**src/rtl/cricket_pkg.sv**
```systemverilog
// Shared constants, FSM state type and the delivery decoder for the
// delivery_generator slice.
package cricket_pkg;

    localparam logic [3:0] CODE_NOBALL    = 4'd5;
    localparam logic [3:0] CODE_WIDE      = 4'd7;
    localparam int         BALLS_PER_OVER = 6;

    typedef enum logic [1:0] {
        S_IDLE,
        S_EMIT,
        S_WAIT_REL
    } state_t;

    typedef struct packed {
        logic [2:0] runs;
        logic       is_extra;
        logic       is_wicket;
    } delivery_t;

    function automatic delivery_t decode_delivery(input logic [3:0] code);
        delivery_t d;
        d = '0;
        case (code)
            4'd2, 4'd11, 4'd12:    d.runs = 3'd1;
            4'd3, 4'd13:           d.runs = 3'd2;
            4'd4:                  d.runs = 3'd3;
            4'd6, 4'd14:           d.runs = 3'd4;
            4'd8:                  d.runs = 3'd6;
            4'd9, 4'd15:           d.is_wicket = 1'b1;
            CODE_NOBALL, CODE_WIDE: begin
                d.runs     = 3'd1;
                d.is_extra = 1'b1;
            end
            default:               d.runs = 3'd0;
        endcase
        return d;
    endfunction

endpackage

```
**src/rtl/delivery_generator_if.sv**
```systemverilog
// Delivery event bus driven by delivery_generator and consumed by the
// ball counting, scoring and display blocks.
interface delivery_generator_if;

    logic       ball_valid;
    logic [3:0] ball_code;
    logic [2:0] runs;
    logic       is_extra;
    logic       is_wicket;
    logic       free_hit;
    logic [2:0] over_ball;
    logic [4:0] overs;
    logic       over_done;
    logic       innings_full;

    modport master (
        output ball_valid, ball_code, runs, is_extra, is_wicket, free_hit,
               over_ball, overs, over_done, innings_full
    );

    modport slave (
        input  ball_valid, ball_code, runs, is_extra, is_wicket, free_hit,
               over_ball, overs, over_done, innings_full
    );

endinterface

```
**src/rtl/btn_debounce.sv**
```systemverilog
// Two-flop synchroniser plus stability counter. db follows the synchronised
// button only after DEBOUNCE_CYCLES consecutive equal samples; settled marks
// that db has been qualified at least once since reset.
module btn_debounce #(
    parameter int DEBOUNCE_CYCLES = 1_000_000
) (
    input  logic clk,
    input  logic rst,
    input  logic btn,
    output logic db,
    output logic settled
);

    localparam int CW = $clog2(DEBOUNCE_CYCLES + 1);

    logic          meta;
    logic          sync;
    logic          prev;
    logic [CW-1:0] cnt;

    // NOTE: every flop here uses <= so all of them see pre-edge values;
    // with = the synchroniser stages would collapse into one flop.
    always_ff @(posedge clk) begin
        if (rst) begin
            meta    <= 1'b0;
            sync    <= 1'b0;
            prev    <= 1'b0;
            cnt     <= '0;
            db      <= 1'b0;
            settled <= 1'b0;
        end else begin
            meta <= btn;
            sync <= meta;
            prev <= sync;
            if (sync != prev) begin
                cnt <= '0;
            end else if (cnt == CW'(DEBOUNCE_CYCLES - 1)) begin
                db      <= sync;
                settled <= 1'b1;
            end else begin
                cnt <= cnt + CW'(1);
            end
        end
    end

endmodule

```
**src/rtl/delivery_generator.sv**
```systemverilog
// Bowl-button delivery producer: debounce, LFSR sample, decode, over tracking.
// Optional free-hit handling is compiled in with `define FREE_HIT_EN.
module delivery_generator
    import cricket_pkg::*;
#(
    parameter int         DEBOUNCE_CYCLES = 1_000_000,
    parameter logic [3:0] LFSR_SEED       = 4'b1001,
    parameter int         MAX_OVERS       = 20
) (
    input  logic                        clk,
    input  logic                        rst,
    input  logic                        btn_bowl,
    input  logic                        inning_over,
    input  logic                        game_over,
    delivery_generator_if.master        dlv
);

    localparam logic [3:0] SEED_INIT = (LFSR_SEED == 4'd0) ? 4'b0001 : LFSR_SEED;

    logic      db;
    logic      settled;
    logic      db_q;
    logic      armed;
    logic      io_q;
    logic [3:0] lfsr;
    state_t    state;
    delivery_t dec;
    logic      db_rise;
    logic      io_rise;
    logic      last_ball;
    logic      hit_shield;
    logic      fh_next;

    btn_debounce #(
        .DEBOUNCE_CYCLES(DEBOUNCE_CYCLES)
    ) u_debounce (
        .clk     (clk),
        .rst     (rst),
        .btn     (btn_bowl),
        .db      (db),
        .settled (settled)
    );

    // armed stays low until a released level is seen, so a button held
    // through reset cannot bowl without being re-pressed.
    assign db_rise   = db & ~db_q & armed;
    assign io_rise   = inning_over & ~io_q;
    assign dec       = decode_delivery(lfsr);
    assign last_ball = (dlv.over_ball == 3'(BALLS_PER_OVER - 1));

`ifdef FREE_HIT_EN
    assign hit_shield = dlv.free_hit & dec.is_wicket;
    assign fh_next    = dec.is_extra & (dlv.free_hit | (lfsr == CODE_NOBALL));
`else
    assign hit_shield = 1'b0;
    assign fh_next    = 1'b0;
`endif

    always_ff @(posedge clk) begin
        if (rst) begin
            state            <= S_IDLE;
            lfsr             <= SEED_INIT;
            db_q             <= 1'b0;
            armed            <= 1'b0;
            io_q             <= 1'b0;
            dlv.ball_valid   <= 1'b0;
            dlv.ball_code    <= 4'd0;
            dlv.runs         <= 3'd0;
            dlv.is_extra     <= 1'b0;
            dlv.is_wicket    <= 1'b0;
            dlv.free_hit     <= 1'b0;
            dlv.over_ball    <= 3'd0;
            dlv.overs        <= 5'd0;
            dlv.over_done    <= 1'b0;
            dlv.innings_full <= 1'b0;
        end else begin
            lfsr           <= {lfsr[2:0], lfsr[3] ^ lfsr[2]};
            db_q           <= db;
            io_q           <= inning_over;
            dlv.ball_valid <= 1'b0;
            dlv.over_done  <= 1'b0;
            if (settled && !db) armed <= 1'b1;

            if (io_rise) begin
                dlv.over_ball    <= 3'd0;
                dlv.overs        <= 5'd0;
                dlv.innings_full <= 1'b0;
                dlv.free_hit     <= 1'b0;
            end

            case (state)
                S_IDLE: begin
                    if (db_rise && !game_over && !dlv.innings_full) state <= S_EMIT;
                end
                S_EMIT: begin
                    state <= S_WAIT_REL;
                    // A delivery meeting the innings-change edge is dropped.
                    if (!io_rise) begin
                        dlv.ball_valid <= 1'b1;
                        dlv.ball_code  <= lfsr;
                        dlv.runs       <= hit_shield ? 3'd0 : dec.runs;
                        dlv.is_extra   <= dec.is_extra;
                        dlv.is_wicket  <= dec.is_wicket & ~hit_shield;
                        dlv.free_hit   <= fh_next;
                        if (!dec.is_extra) begin
                            if (last_ball) begin
                                dlv.over_ball <= 3'd0;
                                dlv.overs     <= dlv.overs + 5'd1;
                                dlv.over_done <= 1'b1;
                                if (dlv.overs == 5'(MAX_OVERS - 1)) dlv.innings_full <= 1'b1;
                            end else begin
                                dlv.over_ball <= dlv.over_ball + 3'd1;
                            end
                        end
                    end
                end
                S_WAIT_REL: begin
                    if (!db) state <= S_IDLE;
                end
                default: state <= S_IDLE;
            endcase
        end
    end

endmodule

```
**src/flat_wrapper.sv**
```systemverilog
// flat-port wrapper written by rule: the top's interface ports become plain ports
module delivery_generator_flat import cricket_pkg::*;
#(
    parameter int         DEBOUNCE_CYCLES = 1_000_000,
    parameter logic [3:0] LFSR_SEED       = 4'b1001,
    parameter int         MAX_OVERS       = 20
)
  (clk, rst, btn_bowl, inning_over, game_over, dlv_ball_valid, dlv_ball_code, dlv_runs, dlv_is_extra, dlv_is_wicket, dlv_free_hit, dlv_over_ball, dlv_overs, dlv_over_done, dlv_innings_full);
  delivery_generator_if dlv_i ();
  input  logic clk;
  input  logic rst;
  input  logic btn_bowl;
  input  logic inning_over;
  input  logic game_over;
  output wire logic [$bits(dlv_i.ball_valid)-1:0] dlv_ball_valid;
  output wire logic [$bits(dlv_i.ball_code)-1:0] dlv_ball_code;
  output wire logic [$bits(dlv_i.runs)-1:0] dlv_runs;
  output wire logic [$bits(dlv_i.is_extra)-1:0] dlv_is_extra;
  output wire logic [$bits(dlv_i.is_wicket)-1:0] dlv_is_wicket;
  output wire logic [$bits(dlv_i.free_hit)-1:0] dlv_free_hit;
  output wire logic [$bits(dlv_i.over_ball)-1:0] dlv_over_ball;
  output wire logic [$bits(dlv_i.overs)-1:0] dlv_overs;
  output wire logic [$bits(dlv_i.over_done)-1:0] dlv_over_done;
  output wire logic [$bits(dlv_i.innings_full)-1:0] dlv_innings_full;
  assign dlv_ball_valid = dlv_i.ball_valid;
  assign dlv_ball_code = dlv_i.ball_code;
  assign dlv_runs = dlv_i.runs;
  assign dlv_is_extra = dlv_i.is_extra;
  assign dlv_is_wicket = dlv_i.is_wicket;
  assign dlv_free_hit = dlv_i.free_hit;
  assign dlv_over_ball = dlv_i.over_ball;
  assign dlv_overs = dlv_i.overs;
  assign dlv_over_done = dlv_i.over_done;
  assign dlv_innings_full = dlv_i.innings_full;
  delivery_generator #(.DEBOUNCE_CYCLES(DEBOUNCE_CYCLES), .LFSR_SEED(LFSR_SEED), .MAX_OVERS(MAX_OVERS)) u_core (.clk(clk), .rst(rst), .btn_bowl(btn_bowl), .inning_over(inning_over), .game_over(game_over), .dlv(dlv_i));
endmodule
```
**config.mk**
```make
export PLATFORM = sky130hd
export DESIGN_NAME = delivery_generator_flat
export DESIGN_NICKNAME = d
export VERILOG_FILES = /design/src/rtl/cricket_pkg.sv /design/src/rtl/delivery_generator_if.sv /design/src/rtl/btn_debounce.sv /design/src/rtl/delivery_generator.sv /design/src/flat_wrapper.sv
export SDC_FILE = /design/constraint.sdc
export NUM_CORES = 1
export LEC_CHECK = 0
export BUFFER_PORTS_ARGS = -buffer_cell sky130_fd_sc_hd__buf_2
export CAP_MARGIN = 25
export CORE_UTILIZATION = 51
export CTS_CLUSTER_DIAMETER = 50
export DETAILED_ROUTE_END_ITERATION = 8
export PLACE_DENSITY = 0.75
export SYNTH_ARGS = -nofsm -noshare
export SYNTH_HDL_FRONTEND = slang
export SYNTH_HIERARCHICAL = 1
export SYNTH_SLANG_ARGS = --single-unit
```
**constraint.sdc**
```tcl
create_clock -name clk -period 1.7 [get_ports clk]
set_clock_uncertainty 0.15 [all_clocks]
set_input_delay 0.34 -clock clk [delete_from_list [all_inputs] [get_ports clk]]
set_output_delay 0.34 -clock clk [all_outputs]
set_load 0.005 [all_outputs]
```
* Yosys cells after proc, flatten, opt, wreduce, memory -nomap -nowiden
Index checks and enable logic that the tools add are counted.
Cells by class: bitwise gates (word level) 9, add/subtract/negate cells 3, reductions and logical operators 18, equal/unequal tests 21, muxes and demuxes 27
Operators by type and width (number):
- $eq 4x4->1 const B | 7
- $mux 5 | 5
- $add 20x1->20 const B | 1
- $eq 20x20->1 const B | 1
- $eq 4x3->1 const B | 4
- $mux 3 | 5
- $pmux 3 s5 | 1
- $mux 1 | 13
- $reduce_or 2->1 | 6
- $eq 4x2->1 const B | 2
- $pmux 2 s3 | 1
- $reduce_and 2->1 | 3
- $add 5x1->5 const B | 1
- $eq 5x5->1 const B | 1
- $not 1->1 | 5
- $reduce_or 5->1 | 1
- $mux 2 | 2
- $reduce_or 4->1 | 1
- $add 3x1->3 const B | 1
- $and 1x1->1 | 3
- $eq 3x3->1 const B | 1
- $logic_and 1x1->1 | 3
- $logic_not 1->1 | 3
- $eq 2x1->1 const B | 1
- 6 further kinds | 6
Word-level totals: register bits after elaboration 55, output and inout port bits 21

* Depth between registers and ports, before layout
depth after elaboration 8, depth in mapped cells 6

* Cells and area by module
The synthesis kept the hierarchy.
Modules (own cells, without submodules):
- delivery_generator | seq. area each 600.6 um^2, cells each 137, instances 1, area each 1212.4 um^2
- btn_debounce | seq. area each 500.5 um^2, cells each 123, instances 1, area each 1104.8 um^2

* Least setup slack after synthesis
OpenSTA, ideal clock, no wires.
path type reg2reg, from register u_core.u_debounce.cnt[7], to register u_core.u_debounce.cnt[17], stages on the path, launching flop included 5, clock period less this slack 1.819 ns, setup time 0.071 ns, data arrival time 1.598 ns, data required time 1.479 ns, setup slack -0.119 ns, path through dfxtp_1 -> nand4_2 -> or4_4 -> or4_1 -> a21oi_1
Between the ends: cells in the longest elaborated chain, start to end 1, elaborated cells on any way between the ends 2, classes of those cells 1 x add/sub; 1 x eq/ne
RTL lines:
- from (decl) | RTL line btn_debounce.sv:19 | logic [CW-1:0] cnt;
- from (signal assigned) | RTL line btn_debounce.sv:41 | cnt <= cnt + CW'(1);
- $add 20x1->20 / $eq 20x20->1 (equally long branches) | RTL line btn_debounce.sv:41, btn_debounce.sv:37
Parallel ways exist; a longest one is shown, timed or not. A chain may end at the register's enable or synchronous reset.

* Worst setup path in the final report
from register u_core.u_debounce.cnt[0], to register u_core.u_debounce.cnt[19]
Same word-level chain as after synthesis.

==> flow_summary.yaml <==
detailed_routing:
  dr_total_vias: 2154
  dr.pass1.iters: 4
  detail_route.wirelength_mm: 5.598
  wire_per_inst_um: 14.43
  drt-vias-per-instance: 5.552
  drc: 0
  drt.antenna.violating_nets: 0
  drt_first_iter_violations: 97
layout:
  drive_above_1_share_pct: 37.80
  mostFrequentLayoutCells: "buf_4 (48), dfxtp_1 (42), nor2_1 (28), buf_2 (25), nand2_1 (21)"
  synthToLayoutAreaGrowth_pct: 34.29
  final_nets: 346
  mostFrequentLayoutCell: "buf_4"
  ff_latch_area_um2: 1127
  final_util_pct: 71.47
  antenna-diode-count: 0
  multi_input_gate_area_in_the_final_layout_um2: 1294
  filler_cell_count: 338
logic_synthesis:
  yosysTopAreaCell: "dfxtp_1"
  yosysTopAreaCellShare_pct: 47.52
  syn_nets: 271
  synth.ff_latch_count: 55
  synth_enable_flop_cells: 0
  synth_cells: 260
  ys.warnings.count: 6
  synth_top_flop_cell: "dfxtp_1"
  ys_seq_area_share_pct: 47.52
  async_set_or_reset_register_ratio_after_synthesis_pct: 0
  post_synth.cell_area_avg_um2: 8.912
  library_cells_used_by_synthesis: 46
  synth_area_leaders: "dfxtp_1 (48%), nor2_1 (4.7%), a21oi_1 (4.3%), nand2_1 (3.6%), ha_1 (3.2%)"
  syn-cell-area_um2: 2317
setup_path:
  critical_path.endpoint_type: "flip-flop"
  critical_path.max_fanout: 4
  crit_path_start_kind: "flip-flop"
  setup.worst_path.class: "reg2reg"
  crit_path_depth: 4
  worst_ep_arrival_time_ns: 1.97
  buffer_and_inverter_count_on_the_worst_path: 0
  cp_data_required_time_ns: 1.81
  worstRegToRegCells: 4
  timing.critical_path.slowest_stage_cell: "or4_4"
  cp_cell_sequence: "nand4_1, or4_4, or4_1, a21oi_2"
  cp_top_family: "simple AND/OR/NAND/NOR gates"
  cpPeakStageDelay_ns: 0.58
power_and_ir_drop:
  ir_worst_vdd_v: 0.0004747
  power.switching_fraction_pct: 24.07
  p_comb_share_pct: 7.2
  cellLeakagePower_nw: 1.282
  p_per_area_nw_per_um2: 710.2
  net_switching_power_mw: 0.5319
  cell_int_power_mw: 1.678
  share_clk_of_total_power_pct: 32.8
  sequential_cell_fraction_of_total_power_pct: 59.9
timing:
  setup_slack_ns: -0.1648
  rsz0062_at_grt: "yes"
  max_freq_ghz: 0.5362
  final.min_clock_period_ns: 1.865
  finalHoldViolations: 0
  post-route-period-util_pct: 109.7
  timing.setup.tns_ns: -0.5900
  maxSlewViolCount: 0
  timing_worst_slew_pin_value_ns: 0.4265
  setup_viol: 7
  max-slew-margin-rel_pct: 71.31
clock_network:
  worst_setup_hold_path_clk_slew_ns: 0.10
  clk_path_buf_depth: 2
  ctsHtreeMaxLevel: 2
  root_driver: "clkbuf_8"
  cts_inserted_buffers: 5
  clkLatencyLatePin_ns: 0.32
  tritoncts: "yes"
  tritoncts_num_sinks: 55
place:
  hpwlAfterDp_mm: 3.645
  place.gp.congestion: 0.8514
  port-buffer-count: 25
outcome:
  run_status: "finished, violations left"
  failed_checks: "negative setup slack"
floorplan:
  dieHeight_um: 69.41
  coreArea_um2: 4354
  die_width_um: 69.41
  rows: 24
  boundaryPins: 26
  dieArea_um2: 4817
  initial_core_util_pct: 53.22
global_routing:
  number_of_antenna_violations_at_the_first_check_in_global_routing: 0
  first_global_vias: 2036
  grt_util_all_layers_pct: 22.73
  wire_length_of_the_first_global_routing_pass_mm: 8.707
  maximum_number_of_pins_on_one_net_before_global_route_repair: 19
  total_overflow_reported_by_the_global_router: 0
job:
  drv.max_cap_violation_count: 0
worst_hold_path:
  hold_depth: 2
  min_path_type: "in2reg"
## metrics by stage
| step | power, mW | instances | worst slack, ns | hold slack [ns] | cell area (µm²) |
|---|---|---|---|---|---|
| 2_1_floorplan | 1.430 | 260 | -0.05994 | 0.2594 | 2355 |
| 3_3_place_gp | 1.483 | 367 | -0.1265 | 0.2620 | 2795 |
| 3_5_place_dp | 1.486 | 367 | -0.1624 | 0.2691 | 2795 |
| 4_1_cts | 2.218 | 381 | -0.1278 | 0.06787 | 2982 |
| 5_1_grt | 2.293 | 388 | -0.1930 | 0.1070 | 3112 |
| 6_report | 2.210 | 388 | -0.1648 | 0.07854 | 3112 |
## layout make-up
cell class	count	area share (%)
Tap cell	52	2.091
Multi-Input combinational cell	191	41.58
Inverter	7	0.8444
Clock inverter	3	0.7238
Sequential cell	55	36.23
Clock buffer	5	2.212
Timing Repair Buffer	75	16.32
## state kept, by name, indices dropped and copies added, names as in the netlist
signal                     flops
u_core/lfsr                    4
u_core/dlv.overs               5
u_core/dlv.ball_code           4
u_core/u_debounce/db           1
u_core/dlv.is_extra            1
u_core/u_debounce/cnt         20
u_core/io_q                    1
u_core/u_debounce/prev         1
u_core/state                   2
u_core/dlv.over_ball           3
u_core/u_debounce/meta         1
u_core/dlv.over_done           1
u_core/dlv.free_hit            1
u_core/dlv.innings_full        1
u_core/armed                   1
u_core/dlv.ball_valid          1
u_core/db_q                    1
u_core/dlv.is_wicket           1
u_core/dlv.runs                3
u_core/u_debounce/settled      1
u_core/u_debounce/sync         1
## cells by family (layout without fill, tap and decap cells)
logic type	after synthesis	in the layout	share of synthesized area, %
buffers and inverters	14	90	2.321
muxes	5	5	2.268
adders and majority gates	6	6	3.240
and+or+nand+nor	124	124	28.94
DFF	55	55	47.52
AOI/OAI and AO/OA	42	42	10.42
xor gates and xnor gates	14	14	5.292
## routing by layer
| layer | wire [µm] | GRT usage [%] | up-vias |
|---|---|---|---|
| met5 | 0 | 0 | - |
| met4 | 125 | 9.297 | 0 |
| met3 | 255 | 4.942 | 15 |
| met2 | 2912 | 40.45 | 53 |
| met1 | 2305 | 26.23 | 1007 |
| li1 | - | - | 1079 |
## worst paths after layout
| path | startpoint | endpoint | slack [ns] |
|---|---|---|---|
| max | u_core/u_debounce/cnt[0] | u_core/u_debounce/cnt[19] | -0.16 |
| min | btn_bowl | u_core/u_debounce/meta | 0.08 |
| max reg2reg | u_core/u_debounce/cnt[0] | u_core/u_debounce/cnt[19] | -0.16 |
| min reg2reg | u_core/dlv.free_hit | u_core/dlv.free_hit | 0.28 |
## power by group through the flow
stage / registers [mW] / clock network [mW] / logic, mW
floorplan: 1.35 / 0 / 0.0817
global placement: 1.35 / 0 / 0.130
detailed placement: 1.35 / 0 / 0.132
CTS: 1.32 / 0.753 / 0.141
global route: 1.33 / 0.793 / 0.174
finish: 1.32 / 0.726 / 0.160
## cell usage after synthesis (all sizes together) (3+ instances only)
| master | instances |
|---|---|
| a211oi | 3 |
| a21oi | 20 |
| a31oi | 4 |
| and3 | 4 |
| and4 | 3 |
| clkbuf | 6 |
| dfxtp | 55 |
| ha | 6 |
| inv | 7 |
| mux2i | 3 |
| nand2 | 22 |
| nand3 | 13 |
| nand4 | 9 |
| nor2 | 30 |
| nor2b | 6 |
| nor3 | 4 |
| nor3b | 3 |
| nor4 | 7 |
| o21ai | 8 |
| or2 | 4 |
| or3 | 4 |
| or4 | 5 |
| xnor2 | 8 |
| xor2 | 6 |
## worst register-to-register path, cell delays in order, from the launching register on
cell	delay [ns]
dfxtp_4	0.38
nand4_1	0.15
or4_4	0.58
or4_1	0.43
a21oi_2	0.13
## what timing repair did
item / CTS / global route
endpoints found under the setup margin: 14 / 20
hold buffers: 0 / 0
buffers inserted: 6 / 7
gates resized for setup: 14 / 19
pin swaps: 5 / 14
Power figures use the tool's default switching activity.
